**src/rtl/gcd_engine.sv**
```systemverilog
// Parametrised GCD engine: subtractive Euclid (MODE=0) or binary Stein (MODE=1)
// behind a start/busy/done handshake, with a saturating per-operation iteration count.
module gcd_engine #(
  parameter int WIDTH = 32,
  parameter int MODE  = 0,
  parameter int CNT_W = 16
) (
  input  logic             clk,
  input  logic             reset,
  input  logic             start,
  input  logic [WIDTH-1:0] num1,
  input  logic [WIDTH-1:0] num2,
  output logic             busy,
  output logic             done,
  output logic [WIDTH-1:0] gcd_out,
  output logic [CNT_W-1:0] iter_count
);

  localparam int KW = $clog2(WIDTH) + 1;

  typedef enum logic [1:0] {S_IDLE, S_CHECK, S_RUN, S_FIN} state_e;

  state_e           state_q, state_d;
  logic [WIDTH-1:0] x_q, x_d;
  logic [WIDTH-1:0] y_q, y_d;
  logic [KW-1:0]    k_q, k_d;
  logic [CNT_W-1:0] cnt_q, cnt_d;
  logic [WIDTH-1:0] gcd_q, gcd_d;
  logic [CNT_W-1:0] iter_q, iter_d;
  logic             done_q, done_d;

  logic             x_eq_y, x_gt_y, trivial;
  logic [CNT_W-1:0] cnt_inc;

  assign x_eq_y  = (x_q == y_q);
  assign x_gt_y  = (x_q > y_q);
  // Zero or equal operands need no iteration; the result is simply x|y.
  assign trivial = (x_q == '0) || (y_q == '0) || x_eq_y;
  assign cnt_inc = (cnt_q == {CNT_W{1'b1}}) ? cnt_q : cnt_q + 1'b1;

  always_ff @(posedge clk or negedge reset) begin
    if (!reset) begin
      state_q <= S_IDLE;
      x_q     <= '0;
      y_q     <= '0;
      k_q     <= '0;
      cnt_q   <= '0;
      gcd_q   <= '0;
      iter_q  <= '0;
      done_q  <= 1'b0;
    end else begin
      state_q <= state_d;
      x_q     <= x_d;
      y_q     <= y_d;
      k_q     <= k_d;
      cnt_q   <= cnt_d;
      gcd_q   <= gcd_d;
      iter_q  <= iter_d;
      done_q  <= done_d;
    end
  end

  always_comb begin
    state_d = state_q;
    case (state_q)
      S_IDLE:  if (start) state_d = S_CHECK;
      S_CHECK: state_d = trivial ? S_FIN : S_RUN;
      S_RUN:   if (x_eq_y) state_d = S_IDLE;
      S_FIN:   state_d = S_IDLE;
      default: state_d = S_IDLE;
    endcase
  end

  always_comb begin
    x_d    = x_q;
    y_d    = y_q;
    k_d    = k_q;
    cnt_d  = cnt_q;
    gcd_d  = gcd_q;
    iter_d = iter_q;
    done_d = 1'b0;
    busy   = (state_q != S_IDLE);
    case (state_q)
      S_IDLE: begin
        if (start) begin
          x_d   = num1;
          y_d   = num2;
          k_d   = '0;
          cnt_d = '0;
        end
      end
      S_CHECK: begin
        if (trivial) x_d = x_q | y_q;
      end
      S_FIN: begin
        gcd_d  = x_q;
        iter_d = cnt_q;
        done_d = 1'b1;
      end
      S_RUN: begin
        cnt_d = cnt_inc;
        if (x_eq_y) begin
          gcd_d  = (MODE == 0) ? x_q : (x_q << k_q);
          iter_d = cnt_inc;
          done_d = 1'b1;
        end else if (MODE == 0) begin
          if (x_gt_y) x_d = x_q - y_q;
          else        y_d = y_q - x_q;
        end else begin
          // Common factors of two are stripped into k and restored on finish.
          if (!x_q[0] && !y_q[0]) begin
            x_d = x_q >> 1;
            y_d = y_q >> 1;
            k_d = k_q + 1'b1;
          end else if (!x_q[0]) begin
            x_d = x_q >> 1;
          end else if (!y_q[0]) begin
            y_d = y_q >> 1;
          end else if (x_gt_y) begin
            x_d = (x_q - y_q) >> 1;
          end else begin
            y_d = (y_q - x_q) >> 1;
          end
        end
      end
      default: ;
    endcase
  end

  assign done       = done_q;
  assign gcd_out    = gcd_q;
  assign iter_count = iter_q;

endmodule

```
**config.mk**
```make
export PLATFORM = sky130hd
export DESIGN_NAME = gcd_engine
export DESIGN_NICKNAME = d
export VERILOG_FILES = /design/src/rtl/gcd_engine.sv
export SDC_FILE = /design/constraint.sdc
export NUM_CORES = 1
export LEC_CHECK = 0
export CORE_ASPECT_RATIO = 0.7
export CORE_MARGIN = 8
export CORE_UTILIZATION = 63
export CTS_CLUSTER_DIAMETER = 150
export CTS_CLUSTER_SIZE = 16
export DETAILED_ROUTE_END_ITERATION = 10
export PLACE_DENSITY = 0.88
export SLEW_MARGIN = 20
export SYNTH_ARGS = -nofsm -noshare
export SYNTH_HDL_FRONTEND = slang
export SYNTH_SLANG_ARGS = --single-unit
```
**constraint.sdc**
```tcl
create_clock -name clk -period 10.9 [get_ports clk]
set_clock_uncertainty 0.15 [all_clocks]
set_input_delay 2.18 -clock clk [delete_from_list [all_inputs] [get_ports clk]]
set_output_delay 2.18 -clock clk [all_outputs]
set_load 0.01 [all_outputs]
```
After elaboration in Yosys (flattened, before gate mapping)
Index checks and enable logic that the tools add are counted.
{"block": "classes", "add_sub_neg": 3, "n_eq_ne": 11, "n_reduce_logical": 14, "mux": 22, "bitwise": 1, "n_lt_le_gt_ge": 1}
{"op": "32-bit 2-to-1 mux", "count": 8}
{"op": "32-bit one-hot mux with 2 select lines", "count": 2}
{"op": "32-bit one-hot mux with 3 select lines", "count": 1}
{"op": "32-bit logical NOT", "count": 2}
{"op": "16-bit one-hot mux with 2 select lines", "count": 2}
{"op": "32-bit subtractor", "count": 2}
{"op": "16-bit 2-to-1 mux", "count": 3}
{"op": "32-bit equality test", "count": 1}
{"op": "32-bit greater-than comparator", "count": 1}
{"op": "32-bit OR", "count": 1}
{"op": "16-bit by 1-bit adder with 16-bit output (second input constant)", "count": 1}
{"op": "16-bit equality test (second input constant)", "count": 1}
{"op": "2-bit != test (second input constant)", "count": 6}
{"op": "2-bit one-hot mux with 4 select lines", "count": 1}
{"op": "2-bit AND reduction", "count": 3}
{"op": "2-bit nonzero test", "count": 3}
{"op": "5-bit AND reduction", "count": 1}
{"op": "2-bit equality test (second input constant)", "count": 2}
{"op": "2-bit 2-to-1 mux", "count": 2}
{"op": "4-bit AND reduction", "count": 1}
{"op": "3-bit nonzero test", "count": 1}
{"op": "2-bit by 1-bit equality test with 1-bit output (second input constant)", "count": 1}
{"op": "2-bit logical NOT", "count": 1}
{"op": "1-bit logical OR", "count": 2}
{"op": "other kinds (2)", "count": 3}
{"block": "totals", "elab_cells": 59, "in_bits": 67, "reg_bits": 131}

Logic depth before layout (Yosys ltp)
Gate-level depths: netlist of the first run.
{"block": "logic_depth", "ltp_word": 5, "depth_mapped": 14, "mapped_depth_nobuf": 13}

Worst setup path before layout of the first run
OpenSTA, ideal clock, no wires.
{"block": "synth_path", "path_kind": "in2reg", "from": "input start", "to": "register x_q[13]", "setup_time_ns": 0.125, "stages": 6, "path_buffers": 0, "required_ns": 10.625, "slack_ns": 7.173, "t_arrival_ns": 3.453, "cell_sequence": "nand2b_1 -> nor3b_2 -> and2_1 -> a21boi_4 -> nor2_2 -> mux2_2"}
{"block": "synth_between", "elab_chain_cells": 2}
{"item": "start: declaration", "line_no": "10", "text": "input logic start,"}
{"item": "2-bit != test (no line)"}
{"item": "5-bit AND reduction (no line)"}
{"item": "end signal: assignment", "line_no": "44", "text": "x_q <= '0;"}
{"item": "end signal: assignment", "line_no": "53", "text": "x_q <= x_d;"}
{"item": "end: declaration", "line_no": "24", "text": "logic [WIDTH-1:0] x_q, x_d;"}
Every way passes these cells.
A chain may end at the register's enable or synchronous reset.

Worst setup path in the final report of the first run
{"block": "layout_path", "from": "register x_q[1]", "to": "register x_q[23]"}
{"block": "layout_between", "elab_chain_cells": 5}
{"item": "branches (longest 5 deep; another with 32-bit subtractor)"}
Several ways; the timed one is not identified. The select of a mux whose other input is x is not followed.

==> run summary, run 1 <==
Status -> finished, final reports clean
WP data arrival -> 4.72 ns
Antenna-violating nets left -> 0
Clk slew on worst S/H paths -> 0.07 ns
Final Cycle Share -> 41.6%
Setup TNS -> 0 ns
Synth Register Bits -> 131
Max Freq -> 221 MHz
Routed WL -> 35.7 mm
Residual DRC -> 0
Via count -> 10,800
Routed len/inst -> 21.7 um
RSZ-0062 raised after global routing -> no
Initial DRC count -> 1,605
Post-Syn Area -> 11,000 um2
Period minus WS final -> 4.53 ns
Fillcell total -> 1,282
Final setup fails -> 0
Bufs on Longest Clock Path -> 2
Critical setup path kind -> flip-flop to flip-flop
Cells after Synth -> 1,327
Vias in the first global route -> 10,200
Final slew viol count -> 0
Die width -> 174 um
Sequential area share after synthesis -> 29.9%
Initial antenna violation count -> 0
GPL Wtd Cong -> 1.03
Post-synth ARST share -> 100%
Hold-critical path depth -> 1
Synth Warn # -> 0
CTS tree -> yes
# resized after CTS -> 0
R2R depth -> 11
I/O pin total -> 117
CP max FO -> 6
Final HPWL DP -> 26.4 mm
Crit end category -> flip-flop
First-pass GRT wire length -> 56.4 mm
Die Area -> 21,900 um2
Largest area contributor in the netlist -> dfrtp_1
Max-cap viol count -> 0
Mapped Nets -> 1,496
CTS Sinks -> 131
Top cells by area, synth -> dfrtp_1, ha_1, o21ai_0, a21oi_1, nand2_1
Required time of the critical path -> 11.08 ns
Critical Path Start Type -> flip-flop
Global route overflow -> 0
Worst slew pin tran -> 1.23 ns
Main synth FF type -> dfrtp_1
Synth cell types -> 82
Worst hold path class -> flip-flop to flip-flop
Gr usage total -> 31.8%
Clock Latency Late Sink -> 0.44 ns
# Post-CTS Setup Buffers -> 0
Share of cells above drive strength 1 -> 8.72%
Row count -> 40
Syn_area_per_cell -> 8.26 um2
Port bufs -> 116
DR pass1 iterations -> 5
Total CTS buffers -> 17
Slew margin rel. -> 17.2%
Core area -> 17,100 um2
Hold Fails Final Rpt -> 0
Die Ht -> 126 um
P&R area growth vs syn -> 16.2%
Clk root buf -> clkbuf_16
Nets@finish -> 1,566
Number of synthesized flops with an enable pin -> 0
Top cell type's share of synthesized area -> 29.9%
Vias/cell -> 6.55
H-tree depth -> 4
Largest net degree at the start of global routing -> 83
ANT cells -> 0
Initial core utilization -> 64.0%
Hold Buf Count CTS -> 0
-- layout by cell type, fill, tap and decap left out, types with 6 or more instances in the layout --
cell / synthesis / final
o221ai_1: 6 / 6
inv_1: 114 / 114
mux2_2: 16 / 16
nor4_1: 30 / 30
o21a_1: 10 / 10
and2_1: 8 / 8
xnor2_1: 48 / 48
a21o_1: 13 / 13
mux2i_1: 32 / 31
clkdlybuf4s50_1: 0 / 115
nand4_1: 13 / 13
nand3_1: 49 / 49
dfrtp_1: 131 / 131
nor3_1: 21 / 21
o21bai_1: 18 / 18
and3_1: 7 / 7
o21ai_0: 125 / 125
nor2_1: 108 / 108
ha_1: 100 / 98
xor2_1: 7 / 7
nand2b_1: 11 / 11
nand2_1: 122 / 122
clkbuf_16: 0 / 17
or3_1: 10 / 10
o221a_2: 12 / 12
o31ai_2: 19 / 19
buf_4: 4 / 9
o31ai_1: 8 / 8
nor2b_1: 9 / 9
or2_2: 6 / 6
o211ai_1: 10 / 10
a21oi_1: 104 / 104
-- worst paths after layout --
| kind | startpoint | endpoint | slack [ns] |
|---|---|---|---|
| min | iter_count[5] | iter_count[5] | 0.33 |
| max | x_q[1] | x_q[23] | 6.37 |
| min in group asynchronous | reset | gcd_out[18] | 1.64 |
| min reg2reg | iter_count[5] | iter_count[5] | 0.33 |
| max in group asynchronous | reset | x_q[19] | 7.74 |
| max reg2reg | x_q[1] | x_q[23] | 6.37 |
-- per-layer routing --
metal | up-vias | routed length, um | track usage [%]
met5 | - | 0 | 0
met3 | 73 | 4590 | 9.28
met1 | 5176 | 15500 | 45.7
li1 | 4834 | - | -
met4 | 0 | 686 | 9.17
met2 | 668 | 14900 | 45.7
-- cell families (layout without fill, tap and decap cells) --
logic type | count (synthesis) | count (layout) | share of synthesized area [%]
and+or+nand+nor | 408 | 408 | 18.0
AOI/OAI and AO/OA | 391 | 391 | 23.9
buffers and inverters | 189 | 272 | 7.12
DFF | 131 | 131 | 29.9
adders and majority gates | 102 | 102 | 11.8
xor gates and xnor gates | 55 | 55 | 4.40
muxes | 51 | 51 | 4.88
-- state kept, by name, summed over array words and instances (netlist names) --
register	count
gcd_out	32
y_q	32
state_q	2
x_q	32
cnt_q	16
iter_count	16
done	1
-- area by class of cell --
cell class / instances / area [um2] / area share (%)
Inverter: 115 / 432 / 3.39
Clock inverter: 15 / 141 / 1.11
Timing Repair Buffer: 125 / 1230 / 9.66
Clock buffer: 17 / 425 / 3.34
Sequential cell: 131 / 3280 / 25.8
Tap cell: 231 / 289 / 2.27
Multi-Input combinational cell: 1007 / 6930 / 54.5
-- per-stage QoR --
step	area [um2]	worst slack [ns]	util, %	hold slack, ns	std cells
2_1_floorplan	11000	7.17	-	0.346	1327
3_3_place_gp	12200	6.34	71.0	0.311	1609
3_5_place_dp	12200	6.29	71.0	0.315	1609
4_1_cts	12700	6.52	74.3	0.331	1641
5_1_grt	12700	6.26	74.3	0.344	1641
6_report	12700	6.37	74.3	0.326	1641
-- critical path, stage by stage, from the launching register on --
cell	delay, ns
dfrtp_1	0.57
inv_1	0.18
ha_1	0.37
o21bai_1	0.11
a2111oi_1	0.83
nor3_1	0.17
o31ai_1	0.84
a2111oi_2	0.25
or2_2	0.37
xnor2_1	0.14
o221a_2	0.26
o31ai_2	0.19
-- Yosys cell counts (4+ instances only) --
cell type,n
o221a_2,12
or2_2,6
buf_2,14
o21bai_1,18
xnor2_1,48
a21o_1,13
o32ai_1,4
nor2_1,108
and3_1,7
o221ai_1,6
o211ai_1,10
a21oi_1,104
a211oi_1,5
dfrtp_1,131
o31ai_1,8
nand2_1,122
nand2b_1,11
o21a_1,10
and2_1,8
inv_1,114
mux2i_1,32
o22ai_1,5
o21ai_0,125
or3_1,10
nor3_1,21
nand4_1,13
a221oi_1,5
ha_1,100
a31oi_1,4
clkbuf_1,50
nor4_1,30
buf_4,4
nand3_1,49
buf_6,5
o31ai_2,19
nor2b_1,9
xor2_1,7
mux2_2,16
Power of run 1 is left out: the tool's default activity adds up to more than one toggle a clock period on the data nets, which glitch-free logic cannot reach.
==> run 2, diff against run 1 <==
--- a/config.mk
+++ b/config.mk
@@ -7,11 +7,11 @@
 export LEC_CHECK = 0
 export CORE_ASPECT_RATIO = 0.7
 export CORE_MARGIN = 8
-export CORE_UTILIZATION = 63
+export CORE_UTILIZATION = 53
 export CTS_CLUSTER_DIAMETER = 150
 export CTS_CLUSTER_SIZE = 16
 export DETAILED_ROUTE_END_ITERATION = 10
-export PLACE_DENSITY = 0.88
+export PLACE_DENSITY = 0.78
 export SLEW_MARGIN = 20
 export SYNTH_ARGS = -nofsm -noshare
 export SYNTH_HDL_FRONTEND = slang
==> constraint.sdc (replaced) <==
create_clock -name clk -period 3.7 [get_ports clk]
set_clock_uncertainty 0.15 [all_clocks]
set_input_delay 0.74 -clock clk [delete_from_list [all_inputs] [get_ports clk]]
set_output_delay 0.74 -clock clk [all_outputs]
set_load 0.01 [all_outputs]
==> run summary, run 2 (synthesis gave the netlist of run 1 again) <==
Placement Setup Slack -> 0.0305 ns (-6.26 ns)
P&R area growth vs syn -> 26.2%
I/O pin total -> 117 (unchanged)
Die Ht -> 136 um (+7.9%)
CP max FO -> 6 (unchanged)
DR pass1 iterations -> 6 (+1)
Final setup fails -> 0 (unchanged)
Initial DRC count -> 1,295 (-19%)
CTS Sinks -> 131 (unchanged)
Required time of the critical path -> 3.87 ns (-7.21 ns)
Port bufs -> 116 (unchanged)
Row count -> 44 (+10%)
Routed WL -> 38.8 mm (+8.7%)
Nets@finish -> 1,671 (+6.7%)
Hold Fails Final Rpt -> 0 (unchanged)
Global route overflow -> 0 (unchanged)
Die Area -> 25,600 um2 (+17%)
First-pass GRT wire length -> 58.8 mm (+4.3%)
Die width -> 188 um (+8.2%)
H-tree depth -> 4 (unchanged)
Period minus WS final -> 3.67 ns (-0.865 ns)
Initial antenna violation count -> 0 (unchanged)
Design area -> 13,800 um2 (+8.7%)
Critical Path Start Type -> flip-flop
Final slew viol count -> 0 (unchanged)
Final worst slack -> 0.0336 ns (-6.33 ns)
Max Freq -> 273 MHz (+24%)
ANT cells -> 0 (unchanged)
Residual DRC -> 0 (unchanged)
Worst Setup SP -> y_q[19]
Clk root buf -> clkbuf_16
Largest net degree at the start of global routing -> 62 (-25%)
WP data arrival -> 3.84 ns (-0.88 ns)
Reg2Reg Launch Point -> y_q[19]
Vias in the first global route -> 10,400 (+2.2%)
Routed len/inst -> 21.7 um (-0.37%)
Slew margin rel. -> 45.4% (+28 points)
Via count -> 11,000 (+2.3%)
Share of cells above drive strength 1 -> 15.6% (+6.9 points)
Gr usage total -> 29.3% (-2.5 points)
Clk slew on worst S/H paths -> 0.06 ns (about the same)
CTS tree -> yes
Final HPWL DP -> 28.7 mm (+8.7%)
Max-cap viol count -> 0 (unchanged)
Setup TNS -> 0 ns (unchanged)
Final Cycle Share -> 99.1% (+58 points)
Total CTS buffers -> 17 (unchanged)
Critical setup path kind -> flip-flop to flip-flop
Most frequent cells in the layout -> dfrtp_1, o21ai_0, nand2_1, clkdlybuf4s50_1, inv_1
Core area -> 20,500 um2 (+20%)
Commonest non-fill, non-tap cell in the layout -> dfrtp_1
Worst hold path class -> input port to asynchronous set/reset pin
Post-DP Area -> 13,000 um2 (+7.2%)
Status -> finished, final reports clean
Crit end category -> flip-flop
Worst slew pin tran -> 0.811 ns (-0.419 ns)
Bufs on Longest Clock Path -> 2 (unchanged)
Initial core utilization -> 53.5% (-11 points)
Clock Latency Late Sink -> 0.44 ns (about the same)
Antenna-violating nets left -> 0 (unchanged)
Vias/cell -> 6.14 (-6.2%)
GPL Wtd Cong -> 0.972 (-5.9%)
run 2: area by class of cell:
class,count,area [um2]
fillers,1660,6650
multi-input cells,1007,7020
clock inverters,9,129
flip-flops and latches,131,3280
clock buffers,22,464
repair buffers,230,2160
well taps,276,345
inverters,115,432
run 2: final timing paths:
path                                     to  slack [ns]  cells past startpoint
worst max-delay path                y_q[30]        0.03                     13
worst min-delay path                y_q[17]        0.09                      1
worst max register to register      y_q[30]        0.03                     13
max in group asynchronous            x_q[5]        2.47                      2
worst min register to register  gcd_out[21]        0.33                      2
min in group clk                gcd_out[21]        0.33                      2
run 2: per-stage QoR:
step / cells / utilization [%] / hold slack [ns]
final: 1790 / 67.5 / 0.0946
after global routing: 1790 / 67.5 / 0.138
after CTS: 1780 / 66.5 / 0.121
after detailed placement: 1749 / 63.6 / 0.319
after global placement: 1749 / 63.6 / 0.312
after floorplan: 1327 / - / 0.294
run 2: metal layers:
layer  vias to the layer above  routed length, um  track usage [%]
met5                         -                  0                0
met4                         0                649             8.64
met3                        61               4380             10.0
met2                       584              16400             42.2
met1                      5314              17400             41.0
li1                       5038                  -                -
run 2: worst max-delay path, stage by stage (launching register included):
cell and delay, ns:
dfrtp_1 0.47, inv_1 0.11, ha_2 0.43, inv_1 0.11, a21oi_1 0.26, o31ai_1 0.15, o21a_1 0.24, o311a_4 0.41
o21ai_4 0.25, a31oi_4 0.15, nor2_4 0.18, buf_6 0.14, clkbuf_16 0.15, mux2_2 0.33
run 2: what timing repair did:
| item | CTS | global route |
|---|---|---|
| setup buffers | 0 | 9 |
| setup endpoints to repair | 0 | 38 |
| gates resized for setup | 0 | 20 |
| hold buffers | 0 | 0 |
Power of run 2 is left out for the same reason.
==> run 3, diff against run 2 <==
--- a/config.mk
+++ b/config.mk
@@ -7,11 +7,12 @@
 export LEC_CHECK = 0
 export CORE_ASPECT_RATIO = 0.7
 export CORE_MARGIN = 8
-export CORE_UTILIZATION = 53
+export CORE_UTILIZATION = 59
 export CTS_CLUSTER_DIAMETER = 150
 export CTS_CLUSTER_SIZE = 16
 export DETAILED_ROUTE_END_ITERATION = 10
-export PLACE_DENSITY = 0.78
+export DONT_BUFFER_PORTS = 1
+export PLACE_DENSITY = 0.83
 export SLEW_MARGIN = 20
 export SYNTH_ARGS = -nofsm -noshare
 export SYNTH_HDL_FRONTEND = slang
==> run summary, run 3 (synthesis gave the netlist of run 1 again) <==
Total CTS buffers -> 17 (unchanged)
Max-cap viol count -> 0 (unchanged)
Met3 usage -> 11.5% (+1.5 points)
Worst hold path class -> input port to asynchronous set/reset pin
First-pass GRT wire length -> 59.5 mm (+1.1%)
Row count -> 41 (-6.8%)
Required time of the critical path -> 3.86 ns (about the same)
H-tree depth -> 4 (unchanged)
Die width -> 179 um (-4.8%)
Hold Fails Final Rpt -> 131 (+131)
Status -> complete, but fails checks
Commonest non-fill, non-tap cell in the layout -> dfrtp_1
Reg-to-reg endpoint -> y_q[31]
Routed len/inst -> 23.8 um (+9.8%)
Core area -> 18,100 um2 (-12%)
Share of cells above drive strength 1 -> 17.6% (+2.0 points)
Initial antenna violation count -> 3 (+3)
Routed WL -> 39.2 mm (+1.1%)
Critical Path Start Type -> flip-flop
Nets@finish -> 1,566 (-6.3%)
Final Cycle Share -> 97.8% (-1.3 points)
RSZ-0062 raised after global routing -> no
Most frequent cells in the layout -> dfrtp_1, o21ai_0, nand2_1, buf_4, inv_1
Vias/cell -> 6.53 (+6.3%)
P&R area growth vs syn -> 15.2%
Port bufs -> 0 (-100%)
Slowest CP cell -> dfrtp_1
R2R depth -> 14 (+1)
GRT Max-Usage Layer -> met1
Violated checks -> negative hold slack
Post-DP Area -> 11,900 um2 (-8.8%)
Max Freq -> 276 MHz (+1.3%)
Clk root buf -> clkbuf_16
Die Area -> 23,300 um2 (-9.2%)
Bufs on Longest Clock Path -> 2 (unchanged)
GPL Wtd Cong -> 1.02 (+5.0%)
Delay of the slowest critical-path stage -> 0.41 ns (-0.06 ns)
GR Util met2 -> 47.5% (+5.2 points)
Reg2Reg Launch Point -> y_q[2]
Period minus WS final -> 3.62 ns (-0.0463 ns)
CTS tree -> yes
CTS Sinks -> 131 (unchanged)
Initial DRC count -> 1,491 (+15%)
Design area -> 12,600 um2 (-8.8%)
Initial core utilization -> 60.5% (+7.0 points)
Hold WS -> -0.155 ns (-0.249 ns)
Critical Path Stages -> 14 (+1)
Worst slew pin tran -> 1.00 ns (+0.192 ns)
Buf+Inv Stages, Crit Path -> 4 (unchanged)
Gr usage total -> 33.3% (+3.9 points)
Final setup fails -> 0 (unchanged)
Final HPWL DP -> 29.4 mm (+2.3%)
Crit-path most repeated cell -> buf_4
I/O pin total -> 117 (unchanged)
Largest net degree at the start of global routing -> 132 (+110%)
CP max FO -> 6 (unchanged)
Residual DRC -> 0 (unchanged)
Setup TNS -> 0 ns (unchanged)
Global route overflow -> 0 (unchanged)
Final slew viol count -> 0 (unchanged)
Fillcell total -> 1,412 (-15%)
Die Ht -> 130 um (-4.6%)
Met1 Track Usage GR -> 47.6% (+6.7 points)
Crit-path leading delay family -> compound AO/OA/AOI/OAI gates
DR pass1 iterations -> 8 (+2)
Via count -> 10,800 (-2.2%)
Vias in the first global route -> 10,200 (-2.2%)
Clock Latency Late Sink -> 0.44 ns (about the same)
Crit end category -> flip-flop
Clk slew on worst S/H paths -> 0.07 ns (about the same)
WP data arrival -> 3.78 ns (-0.06 ns)
Critical setup path kind -> flip-flop to flip-flop
Slew margin rel. -> 31.7% (-14 points)
Critical path cell sequence -> inv_1 -> ha_1 -> buf_4 -> nand2b_1 -> o311a_1 -> o311a_1 -> nor2_1 -> buf_4 -> o221ai_1 -> o41ai_2 -> buf_4 -> o32ai_1 -> a311oi_1 -> mux2i_1
Worst R2R Setup Slack -> 0.08 ns (+0.05 ns)
Antenna-violating nets left -> 0 (unchanged)
-- run 3: through the flow --
step	std cells	setup WS, ns	util [%]	hold WS [ns]
after floorplan	1327	0.264	-	0.294
after global placement	1608	0.122	65.6	0.300
after detailed placement	1608	0.0673	65.6	0.300
after CTS	1640	0.0217	68.8	-0.162
after global routing	1647	0.00280	69.7	-0.166
final	1647	0.0799	69.7	-0.155
-- run 3: timing repair --
action | 4_1_cts | 5_1_grt
endpoints found under the hold margin | 131 | 131
endpoints found under the setup margin | 0 | 53
gates resized for setup | 0 | 16
setup buffers | 0 | 5
-- run 3: metal layers --
layer	routed length (um)	up-vias
met3	5550	79
li1	-	4821
met5	23	-
met1	16900	5158
met4	675	4
met2	16000	691
-- run 3: how the worst max path moves through the flow --
| stage | from | to | slack, ns |
|---|---|---|---|
| after CTS | y_q[24] | x_q[7] | 0.02 |
| after global routing | y_q[2] | y_q[31] | 0.003 |
| after global placement | x_q[9] | x_q[7] | 0.12 |
| final | y_q[2] | y_q[31] | 0.08 |
| after detailed placement | x_q[9] | x_q[7] | 0.07 |
| after floorplan | x_q[0] | y_q[13] | 0.26 |
-- run 3: area by class of cell --
class | instances | area, um2 | share of cell area (%)
Sequential cell | 131 | 3280 | 26.0
Antenna cell | 1 | 2.50 | 0.0198
Inverter | 115 | 432 | 3.42
Tap cell | 236 | 295 | 2.34
Timing Repair Buffer | 125 | 1010 | 8.00
Clock buffer | 17 | 425 | 3.37
Multi-Input combinational cell | 1007 | 7020 | 55.6
Clock inverter | 15 | 159 | 1.26
Power of run 3 is left out for the same reason.
